`config.mk`:
```
export PLATFORM = sky130hd
export DESIGN_NAME = ov5640_capture
export DESIGN_NICKNAME = d
export VERILOG_FILES = /design/src/rtl/ov5640_capture.sv
export SDC_FILE = /design/constraint.sdc
export NUM_CORES = 1
export LEC_CHECK = 0
export ABC_AREA = 1
export ABC_CLOCK_PERIOD_IN_PS = 2400
export BUFFER_PORTS_ARGS = -buffer_cell sky130_fd_sc_hd__buf_4
export CAP_MARGIN = 0
export CORE_MARGIN = 2
export CORE_UTILIZATION = 58
export CTS_CLUSTER_DIAMETER = 60
export CTS_CLUSTER_SIZE = 12
export DETAILED_ROUTE_END_ITERATION = 6
export PLACE_DENSITY = 0.81
export SYNTH_ARGS = -nofsm -noshare
export SYNTH_HDL_FRONTEND = slang
export SYNTH_SLANG_ARGS = --single-unit
```
`constraint.sdc`:
```
create_clock -name ov5640_pclk -period 2.4 [get_ports ov5640_pclk]
set_input_delay 0.24 -clock ov5640_pclk [delete_from_list [all_inputs] [get_ports ov5640_pclk]]
set_output_delay 0.24 -clock ov5640_pclk [all_outputs]
set_load 0.005 [all_outputs]
```
`src/rtl/ov5640_capture.sv`:
```
// ov5640_capture
//   Captures the OV5640 DVP byte stream into 16-bit pixel words, with a
//   per-frame crop window and a post-reset frame skip. The skip lets the
//   sensor's auto-exposure settle before any frame is captured.
//
// Ports
//   ov5640_pclk      sensor pixel clock; all logic uses its rising edge
//   s_rst_n          asynchronous active-low reset
//   ov5640_href      line valid
//   ov5640_vsync     frame sync; a rising edge marks the frame boundary
//   ov5640_data[7:0] sensor byte
//   capture_en       capture enable, sampled only at frame boundaries
//   mode             0 = two bytes per pixel (RGB565), 1 = one byte (RAW8/Y8)
//   x_start/x_end    inclusive crop columns, in pixels
//   y_start/y_end    inclusive crop rows, in lines
//   m_data[15:0]     captured pixel word
//   m_wr_en          write strobe for m_data
//   m_sof            flags the first write of a captured frame
//   m_eof            one-cycle pulse at the boundary ending a captured frame
//   line_err         one-cycle pulse when a line ends on a half pixel (mode 0)
//   frame_cnt        count of completed captured frames, wrapping
//   dbg_state[1:0]   capture FSM state (0 = SKIP, 1 = IDLE, 2 = ACTIVE)
//
// Output handshake: the pixel sink has no back-pressure. m_wr_en is a
// one-cycle strobe and m_data is valid only in that cycle; m_sof is valid
// only with m_wr_en. m_eof is its own one-cycle strobe.
module ov5640_capture #(
  parameter int SKIP_FRAMES = 10,
  parameter int CNT_W       = 12,
  parameter int FCNT_W      = 8
) (
  input  logic              ov5640_pclk,
  input  logic              s_rst_n,
  input  logic              ov5640_href,
  input  logic              ov5640_vsync,
  input  logic [7:0]        ov5640_data,
  input  logic              capture_en,
  input  logic              mode,
  input  logic [CNT_W-1:0]  x_start,
  input  logic [CNT_W-1:0]  x_end,
  input  logic [CNT_W-1:0]  y_start,
  input  logic [CNT_W-1:0]  y_end,
  output logic [15:0]       m_data,
  output logic              m_wr_en,
  output logic              m_sof,
  output logic              m_eof,
  output logic              line_err,
  output logic [FCNT_W-1:0] frame_cnt,
  output logic [1:0]        dbg_state
);

  typedef enum logic [1:0] {
    ST_SKIP   = 2'd0,
    ST_IDLE   = 2'd1,
    ST_ACTIVE = 2'd2
  } state_t;

  // The skip counter only needs to reach SKIP_FRAMES; one spare bit keeps
  // the width legal when SKIP_FRAMES is 0.
  localparam int SK_W = $clog2(SKIP_FRAMES + 1) + 1;
  localparam logic [SK_W-1:0] SKIP_LAST = SK_W'(SKIP_FRAMES);

  state_t            state, state_nxt;
  logic [SK_W-1:0]   skip_cnt, skip_cnt_nxt;

  logic              vs_d;
  logic              href_d;
  logic              byte_flag;
  logic [7:0]        first_byte;
  logic [CNT_W-1:0]  x_cnt, y_cnt;
  logic              mode_l;
  logic [CNT_W-1:0]  xs_l, xe_l, ys_l, ye_l;
  logic              sof_pend;
  logic              wrote_any;

  logic              vs_pos;
  logic              href_fall;
  logic              pix_done;
  logic              in_win;
  logic              wr_fire;

  assign vs_pos    = ov5640_vsync & ~vs_d;
  assign href_fall = href_d & ~ov5640_href;
  assign pix_done  = ov5640_href & (mode_l | byte_flag);
  // An inverted window (end < start) can never match, so it yields no writes.
  assign in_win    = (x_cnt >= xs_l) && (x_cnt <= xe_l) &&
                     (y_cnt >= ys_l) && (y_cnt <= ye_l);
  // The frame boundary wins over a pixel completing in the same cycle.
  assign wr_fire   = (state == ST_ACTIVE) & pix_done & in_win & ~vs_pos;
  assign dbg_state = state;

  // Capture FSM: state changes only at frame boundaries, so capture_en
  // edges inside a frame can neither cut a frame short nor start one late.
  always_ff @(posedge ov5640_pclk or negedge s_rst_n) begin
    if (!s_rst_n) begin
      state    <= ST_SKIP;
      skip_cnt <= '0;
    end else begin
      state    <= state_nxt;
      skip_cnt <= skip_cnt_nxt;
    end
  end

  always_comb begin
    state_nxt    = state;
    skip_cnt_nxt = skip_cnt;
    if (vs_pos) begin
      case (state)
        ST_SKIP: begin
          // SKIP_FRAMES boundaries are discarded; the next one may start capture.
          if (skip_cnt >= SKIP_LAST) begin
            state_nxt = capture_en ? ST_ACTIVE : ST_IDLE;
          end else begin
            skip_cnt_nxt = skip_cnt + SK_W'(1);
          end
        end
        ST_IDLE: begin
          if (capture_en) state_nxt = ST_ACTIVE;
        end
        ST_ACTIVE: begin
          if (!capture_en) state_nxt = ST_IDLE;
        end
        default: state_nxt = ST_SKIP;
      endcase
    end
  end

  // Datapath: byte pairing, counters, frame-latched settings and outputs.
  always_ff @(posedge ov5640_pclk or negedge s_rst_n) begin
    if (!s_rst_n) begin
      vs_d       <= 1'b0;
      href_d     <= 1'b0;
      byte_flag  <= 1'b0;
      first_byte <= '0;
      x_cnt      <= '0;
      y_cnt      <= '0;
      mode_l     <= 1'b0;
      xs_l       <= '0;
      xe_l       <= '0;
      ys_l       <= '0;
      ye_l       <= '0;
      sof_pend   <= 1'b0;
      wrote_any  <= 1'b0;
      m_data     <= '0;
      m_wr_en    <= 1'b0;
      m_sof      <= 1'b0;
      m_eof      <= 1'b0;
      line_err   <= 1'b0;
      frame_cnt  <= '0;
    end else begin
      vs_d      <= ov5640_vsync;
      href_d    <= ov5640_href;
      // Dropping href realigns the byte phase, so a half pixel never leaks
      // into the next line.
      byte_flag <= ov5640_href ? ~byte_flag : 1'b0;
      if (ov5640_href && !byte_flag) first_byte <= ov5640_data;

      m_wr_en  <= wr_fire;
      m_sof    <= wr_fire & sof_pend;
      m_eof    <= 1'b0;
      line_err <= href_fall & byte_flag & ~mode_l;

      if (wr_fire) begin
        m_data    <= mode_l ? {8'h00, ov5640_data} : {first_byte, ov5640_data};
        wrote_any <= 1'b1;
        sof_pend  <= 1'b0;
      end

      if (vs_pos) begin
        mode_l    <= mode;
        xs_l      <= x_start;
        xe_l      <= x_end;
        ys_l      <= y_start;
        ye_l      <= y_end;
        x_cnt     <= '0;
        y_cnt     <= '0;
        wrote_any <= 1'b0;
        sof_pend  <= (state_nxt == ST_ACTIVE);
        // Frames that produced nothing (empty crop) are not counted.
        if (state == ST_ACTIVE && wrote_any) begin
          m_eof     <= 1'b1;
          frame_cnt <= frame_cnt + FCNT_W'(1);
        end
      end else begin
        if (!ov5640_href) begin
          x_cnt <= '0;
        end else if (pix_done && x_cnt != '1) begin
          x_cnt <= x_cnt + CNT_W'(1);
        end
        if (href_fall && y_cnt != '1) begin
          y_cnt <= y_cnt + CNT_W'(1);
        end
      end
    end
  end

endmodule

```
* Word-level counts from Yosys, hierarchy flattened
Cells that the tools add are included.
Storage, ports and cells: register bits 121
Operators by class: $add $sub $neg 4, order comparisons 5, eq/ne operators 6, multiplexer cells 19, bitwise logic cells 16, reductions and logical operators 13
Operators by type and width (number):
- $mux W12 | 5
- $add A12 B1 Y12 const B | 2
- $ge A12 B12 Y1 | 2
- $le A12 B12 Y1 | 2
- $ne A12 B12 Y1 const B | 2
- $mux W16 | 1
- $mux W2 | 5
- $and A1 B1 Y1 | 9
- $add A8 B1 Y8 const B | 1
- $logic_and A1 B1 Y1 | 7
- $mux W1 | 7
- $not A1 Y1 | 6
- $pmux W2 S3 | 1
- $add A5 B1 Y5 const B | 1
- $ge A5 B4 Y1 const B | 1
- $eq A2 B2 Y1 const B | 2
- $reduce_bool A2 Y1 | 2
- $ne A3 B1 Y1 const B | 1
- $reduce_and A3 Y1 | 1
- $eq A2 B1 Y1 const B | 1
- $logic_not A2 Y1 | 1
- $reduce_and A2 Y1 | 1
- $logic_not A1 Y1 | 1
- $or A1 B1 Y1 | 1

* Logic depth before layout (Yosys ltp)
Gate-level depths: netlist (run 1).
depth in word-level cells 8, mapped depth 15

* Worst setup path before layout (run 1)
OpenSTA, ideal clock, no wires.
kind register -> register, start register x_cnt[10], end register m_data[10], library setup time 0.117 ns, arrival 1.708 ns, setup slack 0.575 ns, cell stages (with the launch flop) 14, period minus slack after synthesis 1.825 ns, cell sequence dfrtp_1 -> ha_1 -> nand2_1 -> nor2_2 -> nand2_1 -> nor2_1 -> nand2_1 -> nand2_1 -> nand2_1 -> nor2_2 -> nand4_4 -> buf_6 -> nand2_1 -> nand2_1
Between the ends: longest elaborated chain between the ends 6
Ends and longest elaborated chain:
- from (decl) | line 70 | logic [CNT_W-1:0] x_cnt, y_cnt;
- from (signal assigned) | line 188 | x_cnt <= x_cnt + CNT_W'(1);
- $ge A12 B12 Y1 / $le A12 B12 Y1 (equally long branches) | line 86 | assign in_win = (x_cnt >= xs_l) && (x_cnt <= xe_l) &&
- $logic_and A1 B1 Y1 * (2 in a row) | line 86
- $logic_and A1 B1 Y1 * | line 87 | (y_cnt >= ys_l) && (y_cnt <= ye_l);
- $and A1 B1 Y1 * (2 in a row) | line 89 | assign wr_fire = (state == ST_ACTIVE) & pix_done & in_win & ~vs_pos;
- to (signal assigned) | line 164 | m_data <= mode_l ? {8'h00, ov5640_data} : {first_byte, ov5640_data};
- to (decl) | line 43 | output logic [15:0] m_data,
Mark *: on every way between the ends. The rest lies on a longest branch, timed or not. A chain may end at the register's enable or synchronous reset.

* Worst setup path after layout (run 1)
start register x_cnt[9], end register m_data[15]
Same word-level chain as after synthesis.

==> impl_metrics.prom, run 1 <==
# TYPE chip_impl_metric gauge
chip_impl_info{name="outcome",value="complete, no violations"} 1
chip_impl_metric{name="internal_power",unit="W"} 0.00422
chip_impl_metric{name="comb_power_share",unit="%"} 15.9
chip_impl_metric{name="global_route_wire_length_before_repair",unit="mm"} 25.6
chip_impl_metric{name="diodes",unit=""} 0
chip_impl_metric{name="gp_routability_congestion",unit=""} 0.907
chip_impl_metric{name="r2r_setup_slack",unit="ps"} 160
chip_impl_metric{name="viasPerCell",unit=""} 5.22
chip_impl_metric{name="placeable_area",unit="um^2"} 10700
chip_impl_metric{name="grt_max_degree",unit=""} 122
chip_impl_metric{name="drc",unit=""} 0
chip_impl_metric{name="critPathArrivalTime",unit="ps"} 2710
chip_impl_metric{name="p_seq_share",unit="%"} 41.3
chip_impl_metric{name="worst-endpoint-required",unit="ps"} 2870
chip_impl_metric{name="cts.reportedPaths.clkPinSlew",unit="ps"} 60
chip_impl_metric{name="critical_path_peak_fanout",unit=""} 17
chip_impl_metric{name="seq_area_frac_synth",unit="%"} 48.0
chip_impl_metric{name="maxCapViolations",unit=""} 0
chip_impl_metric{name="final_period_minus_worst_setup_slack",unit="ps"} 2240
chip_impl_metric{name="reg2reg_depth",unit=""} 10
chip_impl_metric{name="power_density_normalized_to_cell_area",unit="nW/um^2"} 686
chip_impl_metric{name="vias",unit=""} 5628
chip_impl_metric{name="placementRows",unit=""} 38
chip_impl_metric{name="max_slew_margin",unit="%"} 56.2
chip_impl_metric{name="area.growth.synth_to_final",unit="%"} 32.9
chip_impl_metric{name="final_hold_viol_count",unit=""} 0
chip_impl_metric{name="syn_avg_cell_area",unit="um^2"} 8.27
chip_impl_metric{name="mappedNetlistArea",unit="um^2"} 6310
chip_impl_metric{name="timing.hold.ws",unit="ps"} 321
chip_impl_info{name="tritoncts",value="built"} 1
chip_impl_metric{name="postSynthCellCount",unit=""} 763
chip_impl_metric{name="dieArea",unit="um^2"} 11700
chip_impl_metric{name="clkSinkCount",unit=""} 121
chip_impl_info{name="critical_path.reg2reg.startpoint",value="x_cnt[9]"} 1
chip_impl_metric{name="synth_cell_types",unit=""} 31
chip_impl_metric{name="clkPwrFrac",unit="%"} 42.7
chip_impl_metric{name="fin_tns_setup",unit="ps"} 0
chip_impl_info{name="type_of_element_capturing_the_critical_path",value="register"} 1
chip_impl_metric{name="layout_net_count",unit=""} 1042
chip_impl_metric{name="portion_of_the_clock_cycle_consumed_by_the_worst_path_in_the_final_layout",unit="%"} 93.2
chip_impl_metric{name="power_switching",unit="W"} 0.00154
chip_impl_metric{name="synthesis.nets",unit=""} 878
chip_impl_metric{name="vdd.ir_drop.worst",unit="mV"} 0.466
chip_impl_metric{name="finalWirelength",unit="mm"} 15.8
chip_impl_metric{name="power_leakage",unit="nW"} 4.35
chip_impl_info{name="timing_worst_setup_path_type",value="reg -> reg"} 1
chip_impl_metric{name="grt_antenna_before_repair",unit=""} 0
chip_impl_metric{name="synth.ff_latch_count",unit=""} 121
chip_impl_metric{name="fin_skew",unit="ps"} 6.89
chip_impl_metric{name="timing_max_transition_violations_final",unit=""} 0
chip_impl_metric{name="total_track_usage",unit="%"} 28.3
chip_impl_metric{name="design.portCount",unit=""} 92
chip_impl_metric{name="wire_per_inst",unit="um"} 14.6
chip_impl_metric{name="die_width",unit="um"} 108
chip_impl_metric{name="drtIter0Drc",unit=""} 315
chip_impl_info{name="rsz0062_at_grt",value="no"} 1
chip_impl_info{name="r2r-end",value="m_data[15]"} 1
chip_impl_metric{name="cts-htree-levels",unit=""} 4
chip_impl_metric{name="power.share.switching",unit="%"} 26.7
chip_impl_metric{name="setup-violations-final",unit=""} 0
chip_impl_metric{name="chipHeight",unit="um"} 108
chip_impl_metric{name="globalRoute.totalOverflow",unit=""} 0
chip_impl_metric{name="drt_first_pass_iters",unit=""} 5
chip_impl_metric{name="synth-warning-count",unit=""} 0
chip_impl_metric{name="insertion_delay",unit="ps"} 540
chip_impl_metric{name="dpl.hpwl",unit="mm"} 10.0
chip_impl_info{name="hold_path_class",value="in -> async"} 1
chip_impl_metric{name="max-clock-path-buffers",unit=""} 2
chip_impl_metric{name="cts_made_buffers",unit=""} 17
chip_impl_metric{name="share_of_final_layout_standard_cells_stronger_than_drive_strength_1",unit="%"} 15.4
chip_impl_metric{name="port_buffers",unit=""} 91
chip_impl_metric{name="worst_slew_pin_slew",unit="ps"} 657
chip_impl_metric{name="achievable_frequency",unit="MHz"} 447
chip_impl_metric{name="initial_core_util",unit="%"} 58.7
chip_impl_metric{name="postRouteAntennaNets",unit=""} 0
chip_impl_info{name="setup.worst_path.start",value="x_cnt[9]"} 1
chip_impl_metric{name="grt_pass1_vias",unit=""} 5624
chip_impl_info{name="worst_setup_sp_type",value="register"} 1
chip_impl_info{name="cts_root_buf",value="sky130_fd_sc_hd__clkbuf_8"} 1
[state kept, by name (all words and copies together) (netlist names)]
register,count
line_err,1
first_byte,8
frame_cnt,8
vs_d,1
m_wr_en,1
xe_l,12
x_cnt,12
y_cnt,12
dbg_state,2
wrote_any,1
m_data,16
ys_l,12
ye_l,12
m_sof,1
byte_flag,1
sof_pend,1
m_eof,1
mode_l,1
href_d,1
skip_cnt,5
xs_l,12
[kinds of logic after synthesis]
group / synth area share (%)
buf+inv: 8.11
fa+ha+maj: 10.5
xor+xnor: 1.94
compound gates: 9.36
flops: 48.0
simple gates: 22.1
[cells in the final DEF (no fill, tap or decap), types with 2 or more instances in the layout]
master	instances
sky130_fd_sc_hd__a21oi_1	32
sky130_fd_sc_hd__bufinv_16	2
sky130_fd_sc_hd__nand4_1	10
sky130_fd_sc_hd__clkbuf_8	5
sky130_fd_sc_hd__inv_2	2
sky130_fd_sc_hd__nor2_1	53
sky130_fd_sc_hd__nor2_2	3
sky130_fd_sc_hd__dlygate4sd3_1	61
sky130_fd_sc_hd__buf_4	103
sky130_fd_sc_hd__nor2_4	2
sky130_fd_sc_hd__buf_12	2
sky130_fd_sc_hd__xnor2_1	3
sky130_fd_sc_hd__inv_1	107
sky130_fd_sc_hd__clkinv_2	5
sky130_fd_sc_hd__nor3_1	14
sky130_fd_sc_hd__o21ai_0	72
sky130_fd_sc_hd__o21a_1	3
sky130_fd_sc_hd__xor2_1	11
sky130_fd_sc_hd__nand2_1	198
sky130_fd_sc_hd__o21bai_1	2
sky130_fd_sc_hd__ha_1	53
sky130_fd_sc_hd__clkbuf_1	2
sky130_fd_sc_hd__nand3_1	47
sky130_fd_sc_hd__dfrtp_1	120
sky130_fd_sc_hd__clkbuf_16	16
[cell type report]
class | instances | area, um^2
sequential | 121 | 3030
multi-input combinational | 512 | 2780
fill | 688 | 2360
timing repair buffer | 166 | 1420
clock buffer | 23 | 477
inverter | 109 | 409
tap | 140 | 175
clock inverter | 8 | 93.8
[cells in the mapped netlist]
library cell	instances	area, um^2
sky130_fd_sc_hd__clkbuf_1	15	56.3
sky130_fd_sc_hd__nor2_2	4	25.0
sky130_fd_sc_hd__a32o_1	1	10.0
sky130_fd_sc_hd__xnor2_1	3	26.3
sky130_fd_sc_hd__nor4_1	1	6.26
sky130_fd_sc_hd__nor2_4	1	11.3
sky130_fd_sc_hd__nand4_1	10	62.6
sky130_fd_sc_hd__nand2_1	198	743
sky130_fd_sc_hd__a211oi_1	1	7.51
sky130_fd_sc_hd__o21bai_1	2	15.0
sky130_fd_sc_hd__o21ai_0	72	360
sky130_fd_sc_hd__o21ai_2	1	8.76
sky130_fd_sc_hd__nor3_1	14	70.1
sky130_fd_sc_hd__a31oi_1	1	6.26
sky130_fd_sc_hd__inv_1	107	402
sky130_fd_sc_hd__nand4_4	1	21.3
sky130_fd_sc_hd__o21a_1	3	22.5
sky130_fd_sc_hd__buf_1	1	3.75
sky130_fd_sc_hd__dfrtp_1	121	3030
sky130_fd_sc_hd__buf_2	1	5.00
sky130_fd_sc_hd__nor2_1	53	199
sky130_fd_sc_hd__buf_4	2	15.0
sky130_fd_sc_hd__inv_2	2	7.51
sky130_fd_sc_hd__buf_6	2	22.5
sky130_fd_sc_hd__nand3b_1	1	7.51
sky130_fd_sc_hd__a21oi_1	32	160
sky130_fd_sc_hd__xor2_1	11	96.3
sky130_fd_sc_hd__nand3_1	47	235
sky130_fd_sc_hd__ha_1	53	663
sky130_fd_sc_hd__nand2_2	1	6.26
sky130_fd_sc_hd__nor3b_1	1	7.51
[critical path, cell delays in order (launching register included)]
cell,delay [ps]
sky130_fd_sc_hd__dfrtp_1,450
sky130_fd_sc_hd__ha_1,330
sky130_fd_sc_hd__nand4_1,170
sky130_fd_sc_hd__nor2_1,230
sky130_fd_sc_hd__nand4_1,110
sky130_fd_sc_hd__nand2_1,200
sky130_fd_sc_hd__nand3_1,160
sky130_fd_sc_hd__nor2_4,150
sky130_fd_sc_hd__buf_12,150
sky130_fd_sc_hd__nand3_1,90
sky130_fd_sc_hd__nand2_1,120
[per-layer routing]
layer | global-route usage [%] | part of all wire, % | vias up
li1 | - | - | 2776
met2 | 48.4 | 52 | 172
met4 | 12.9 | 3.1 | 0
met1 | 34.3 | 41 | 2640
met5 | 0 | 0 | -
met3 | 5.97 | 4.5 | 40
[per-stage QoR]
stage               util (%)  setup WS [ps]  total power [W]  cell area (um^2)  instances
floorplan                  -            575          0.00289              6310        763
global placement        66.5            267          0.00318              7140        981
detailed placement      66.5            118          0.00323              7140        981
CTS                     77.5           98.4          0.00575              8330       1073
global route            78.0           1.97          0.00603              8380       1079
finish                  78.0            164          0.00576              8380       1079
[worst max-delay path by stage]
stage | end | slack [ps]
after floorplan | m_data[10] | 570
after global placement | sof_pend | 270
after detailed placement | m_data[12] | 120
after CTS | m_data[12] | 100
after global routing | m_data[11] | 2
final | m_data[15] | 160
[timing repair]
| item | 4_1_cts | 5_1_grt |
|---|---|---|
| gates resized for setup | 0 | 1 |
| setup endpoints to repair | 0 | 16 |
| endpoints found under the hold margin | 191 | 0 |
| buffers inserted | 0 | 6 |
| hold buffers | 61 | 0 |
[power by group through the flow]
stage | Clock, W | Combinational [W] | Sequential, W
after floorplan | 0 | 0.000524 | 0.00237
after global placement | 0 | 0.000778 | 0.00240
after detailed placement | 0 | 0.000824 | 0.00240
after CTS | 0.00247 | 0.000910 | 0.00237
after global routing | 0.00257 | 0.00105 | 0.00240
final | 0.00246 | 0.000917 | 0.00238
Power figures use the tool's default switching activity.
==> run 2, diff against run 1 <==
--- a/config.mk
+++ b/config.mk
@@ -9,12 +9,14 @@
 export ABC_CLOCK_PERIOD_IN_PS = 2400
 export BUFFER_PORTS_ARGS = -buffer_cell sky130_fd_sc_hd__buf_4
 export CAP_MARGIN = 0
+export CELL_PAD_IN_SITES_DETAIL_PLACEMENT = 1
+export CELL_PAD_IN_SITES_GLOBAL_PLACEMENT = 1
 export CORE_MARGIN = 2
-export CORE_UTILIZATION = 58
+export CORE_UTILIZATION = 43
 export CTS_CLUSTER_DIAMETER = 60
 export CTS_CLUSTER_SIZE = 12
 export DETAILED_ROUTE_END_ITERATION = 6
-export PLACE_DENSITY = 0.81
+export PLACE_DENSITY_LB_ADDON = 0.1
 export SYNTH_ARGS = -nofsm -noshare
 export SYNTH_HDL_FRONTEND = slang
 export SYNTH_SLANG_ARGS = --single-unit
==> impl_metrics.prom, run 2 (synthesis results as in run 1) <==
# TYPE chip_impl_metric gauge
chip_impl_metric{name="maxCapViolations",unit=""} 0
chip_impl_metric{name="final_util",unit="%"} 54.9
chip_impl_metric{name="die_width",unit="um"} 125
chip_impl_metric{name="diodes",unit=""} 0
chip_impl_metric{name="max_slew_margin",unit="%"} 36.7
chip_impl_metric{name="power.share.switching",unit="%"} 26.7
chip_impl_metric{name="critical_path_peak_fanout",unit=""} 17
chip_impl_metric{name="wire_per_inst",unit="um"} 16.0
chip_impl_metric{name="gr-usage-met3",unit="%"} 4.58
chip_impl_metric{name="finalWirelength",unit="mm"} 17.0
chip_impl_metric{name="clkSinkCount",unit=""} 121
chip_impl_metric{name="initial_core_util",unit="%"} 43.8
chip_impl_metric{name="power_leakage",unit="nW"} 4.11
chip_impl_info{name="timing_worst_setup_path_type",value="reg -> reg"} 1
chip_impl_metric{name="port_buffers",unit=""} 91
chip_impl_metric{name="grt_antenna_before_repair",unit=""} 0
chip_impl_metric{name="power_density_normalized_to_cell_area",unit="nW/um^2"} 755
chip_impl_metric{name="grt_max_degree",unit=""} 53
chip_impl_info{name="outcome",value="complete, no violations"} 1
chip_impl_info{name="timing.critical_path.cells",value="ha_1, nand4_1, nor2_2, nand4_1, nand2_1, nand3_1, nor2_4, buf_12, nand3_1, nand2_1"} 1
chip_impl_metric{name="grtUsageMet1",unit="%"} 29.1
chip_impl_metric{name="worst-endpoint-required",unit="ps"} 2760
chip_impl_metric{name="drt_first_pass_iters",unit=""} 4
chip_impl_metric{name="share_of_final_layout_standard_cells_stronger_than_drive_strength_1",unit="%"} 16.2
chip_impl_metric{name="cts_made_buffers",unit=""} 17
chip_impl_metric{name="comb_power_share",unit="%"} 14.4
chip_impl_metric{name="post-route-cell-area",unit="um^2"} 7920
chip_impl_metric{name="grt_use_met2",unit="%"} 39.4
chip_impl_metric{name="portion_of_the_clock_cycle_consumed_by_the_worst_path_in_the_final_layout",unit="%"} 91.5
chip_impl_metric{name="placedInstanceArea",unit="um^2"} 7210
chip_impl_info{name="layout_commonest_cell",value="sky130_fd_sc_hd__nand2_1"} 1
chip_impl_metric{name="insertion_delay",unit="ps"} 430
chip_impl_metric{name="dieArea",unit="um^2"} 15700
chip_impl_metric{name="internal_power",unit="W"} 0.00438
chip_impl_metric{name="vdd.ir_drop.worst",unit="mV"} 0.536
chip_impl_info{name="gr-max-usage-layer",value="met2"} 1
chip_impl_metric{name="total_track_usage",unit="%"} 23.1
chip_impl_info{name="r2r-end",value="m_data[3]"} 1
chip_impl_metric{name="global_route_wire_length_before_repair",unit="mm"} 29.0
chip_impl_metric{name="chipHeight",unit="um"} 125
chip_impl_metric{name="worst_slew_pin_slew",unit="ps"} 946
chip_impl_info{name="type_of_element_capturing_the_critical_path",value="register"} 1
chip_impl_metric{name="largest_register_ffs",unit=""} 16
chip_impl_metric{name="drc",unit=""} 0
chip_impl_metric{name="r2r_setup_slack",unit="ps"} 200
chip_impl_metric{name="setup-violations-final",unit=""} 0
chip_impl_info{name="crit_slowest_cell",value="sky130_fd_sc_hd__dfrtp_1"} 1
chip_impl_metric{name="final_hold_viol_count",unit=""} 0
chip_impl_info{name="whs_endpoint",value="xs_l[7]"} 1
chip_impl_metric{name="viasPerCell",unit=""} 5.11
chip_impl_metric{name="timing_max_transition_violations_final",unit=""} 0
chip_impl_metric{name="drtIter0Drc",unit=""} 218
chip_impl_metric{name="postRouteAntennaNets",unit=""} 0
chip_impl_metric{name="placeable_area",unit="um^2"} 14400
chip_impl_metric{name="design.portCount",unit=""} 92
chip_impl_metric{name="area.growth.synth_to_final",unit="%"} 25.4
chip_impl_metric{name="vias",unit=""} 5429
chip_impl_info{name="worst_setup_sp_type",value="register"} 1
chip_impl_metric{name="max-clock-path-buffers",unit=""} 2
chip_impl_metric{name="critPathArrivalTime",unit="ps"} 2560
chip_impl_metric{name="dpl.hpwl",unit="mm"} 12.7
chip_impl_metric{name="layout_net_count",unit=""} 980
chip_impl_metric{name="globalRoute.totalOverflow",unit=""} 0
chip_impl_metric{name="placementRows",unit=""} 44
chip_impl_info{name="layout.cells.most_common_list",value="sky130_fd_sc_hd__nand2_1 (198), sky130_fd_sc_hd__dfrtp_1 (121), sky130_fd_sc_hd__inv_1 (107)"} 1
chip_impl_metric{name="p_seq_share",unit="%"} 39.8
chip_impl_metric{name="achievable_frequency",unit="MHz"} 455
chip_impl_info{name="timing.hold.worst.start",value="x_start[7]"} 1
chip_impl_metric{name="gp_routability_congestion",unit=""} 0.890
chip_impl_metric{name="clkPwrFrac",unit="%"} 45.8
chip_impl_info{name="critical_path.reg2reg.startpoint",value="x_cnt[5]"} 1
chip_impl_metric{name="fillerInstances",unit=""} 1741
chip_impl_metric{name="timing.hold.worst_path_depth",unit=""} 3
chip_impl_metric{name="reg2reg_depth",unit=""} 10
chip_impl_info{name="hold_path_class",value="in -> reg"} 1
chip_impl_metric{name="cts.reportedPaths.clkPinSlew",unit="ps"} 60
chip_impl_info{name="rsz0062_at_grt",value="no"} 1
chip_impl_metric{name="fin_tns_setup",unit="ps"} 0
chip_impl_info{name="regMostFlops",value="m_data"} 1
chip_impl_metric{name="fin_skew",unit="ps"} 8.99
chip_impl_metric{name="slowest_delay",unit="ps"} 480
chip_impl_metric{name="cts-htree-levels",unit=""} 4
chip_impl_info{name="tritoncts",value="built"} 1
chip_impl_metric{name="final_period_minus_worst_setup_slack",unit="ps"} 2200
chip_impl_metric{name="grt_pass1_vias",unit=""} 5936
chip_impl_metric{name="power_switching",unit="W"} 0.00160
chip_impl_info{name="cts_root_buf",value="sky130_fd_sc_hd__clkbuf_16"} 1
## run 2: worst max-delay path: cells and delay by family, from the launching register on
| kind | cells | cell delay, ps |
|---|---|---|
| buf+inv | 1 | 150 |
| flops | 1 | 480 |
| simple gates | 8 | 1140 |
| fa+ha+maj | 1 | 350 |
## run 2: area by class of cell
class | instances | area [um^2] | area share [%]
repair buffers | 104 | 838 | 10.6
flip-flops and latches | 121 | 3030 | 38.3
clock inverters | 11 | 170 | 2.15
multi-input cells | 512 | 2780 | 35.1
inverters | 109 | 409 | 5.17
clock buffers | 21 | 460 | 5.82
well taps | 184 | 230 | 2.91
## run 2: repair_timing
| item | CTS | global route |
|---|---|---|
| buffers inserted | 0 | 2 |
| endpoints found under the setup margin | 0 | 17 |
| hold endpoints to repair | 40 | 0 |
| hold buffers | 3 | 0 |
| gates resized for setup | 0 | 1 |
## run 2: layer usage
layer,vias to the layer above,part of all wire [%]
met5,-,0
met4,0,2.0
met3,24,2.5
met2,66,51
met1,2689,45
li1,2650,-
## run 2: per-stage QoR
| step | hold slack (ps) | instances | setup WS [ps] | total power, W |
|---|---|---|---|---|
| 3_3_place_gp | 270 | 1025 | 146 | 0.00321 |
| 5_1_grt | 18.0 | 1062 | 25.4 | 0.00629 |
| 2_1_floorplan | -55.6 | 763 | 575 | 0.00289 |
| 6_report | 18.5 | 1062 | 203 | 0.00598 |
| 4_1_cts | 10.9 | 1060 | 78.8 | 0.00604 |
| 3_5_place_dp | 276 | 1025 | 90.8 | 0.00327 |
## run 2: worst max-delay path by stage
stage          slack, ps         end  cells past startpoint       from
2_1_floorplan        570  m_data[10]                     13  x_cnt[10]
3_3_place_gp         150  m_data[15]                      9   x_cnt[5]
3_5_place_dp          90   m_data[4]                      9   x_cnt[5]
4_1_cts               80   m_data[8]                      9   x_cnt[5]
5_1_grt               30   m_data[6]                     10   x_cnt[5]
6_report             200   m_data[3]                     10   x_cnt[5]
## run 2: power by group through the flow
| stage | Clock, W | Combinational [W] | Sequential (W) |
|---|---|---|---|
| 2_1_floorplan | 0 | 0.000524 | 0.00237 |
| 3_3_place_gp | 0 | 0.000806 | 0.00240 |
| 3_5_place_dp | 0 | 0.000859 | 0.00242 |
| 4_1_cts | 0.00278 | 0.000877 | 0.00238 |
| 5_1_grt | 0.00288 | 0.00101 | 0.00241 |
| 6_report | 0.00274 | 0.000859 | 0.00238 |
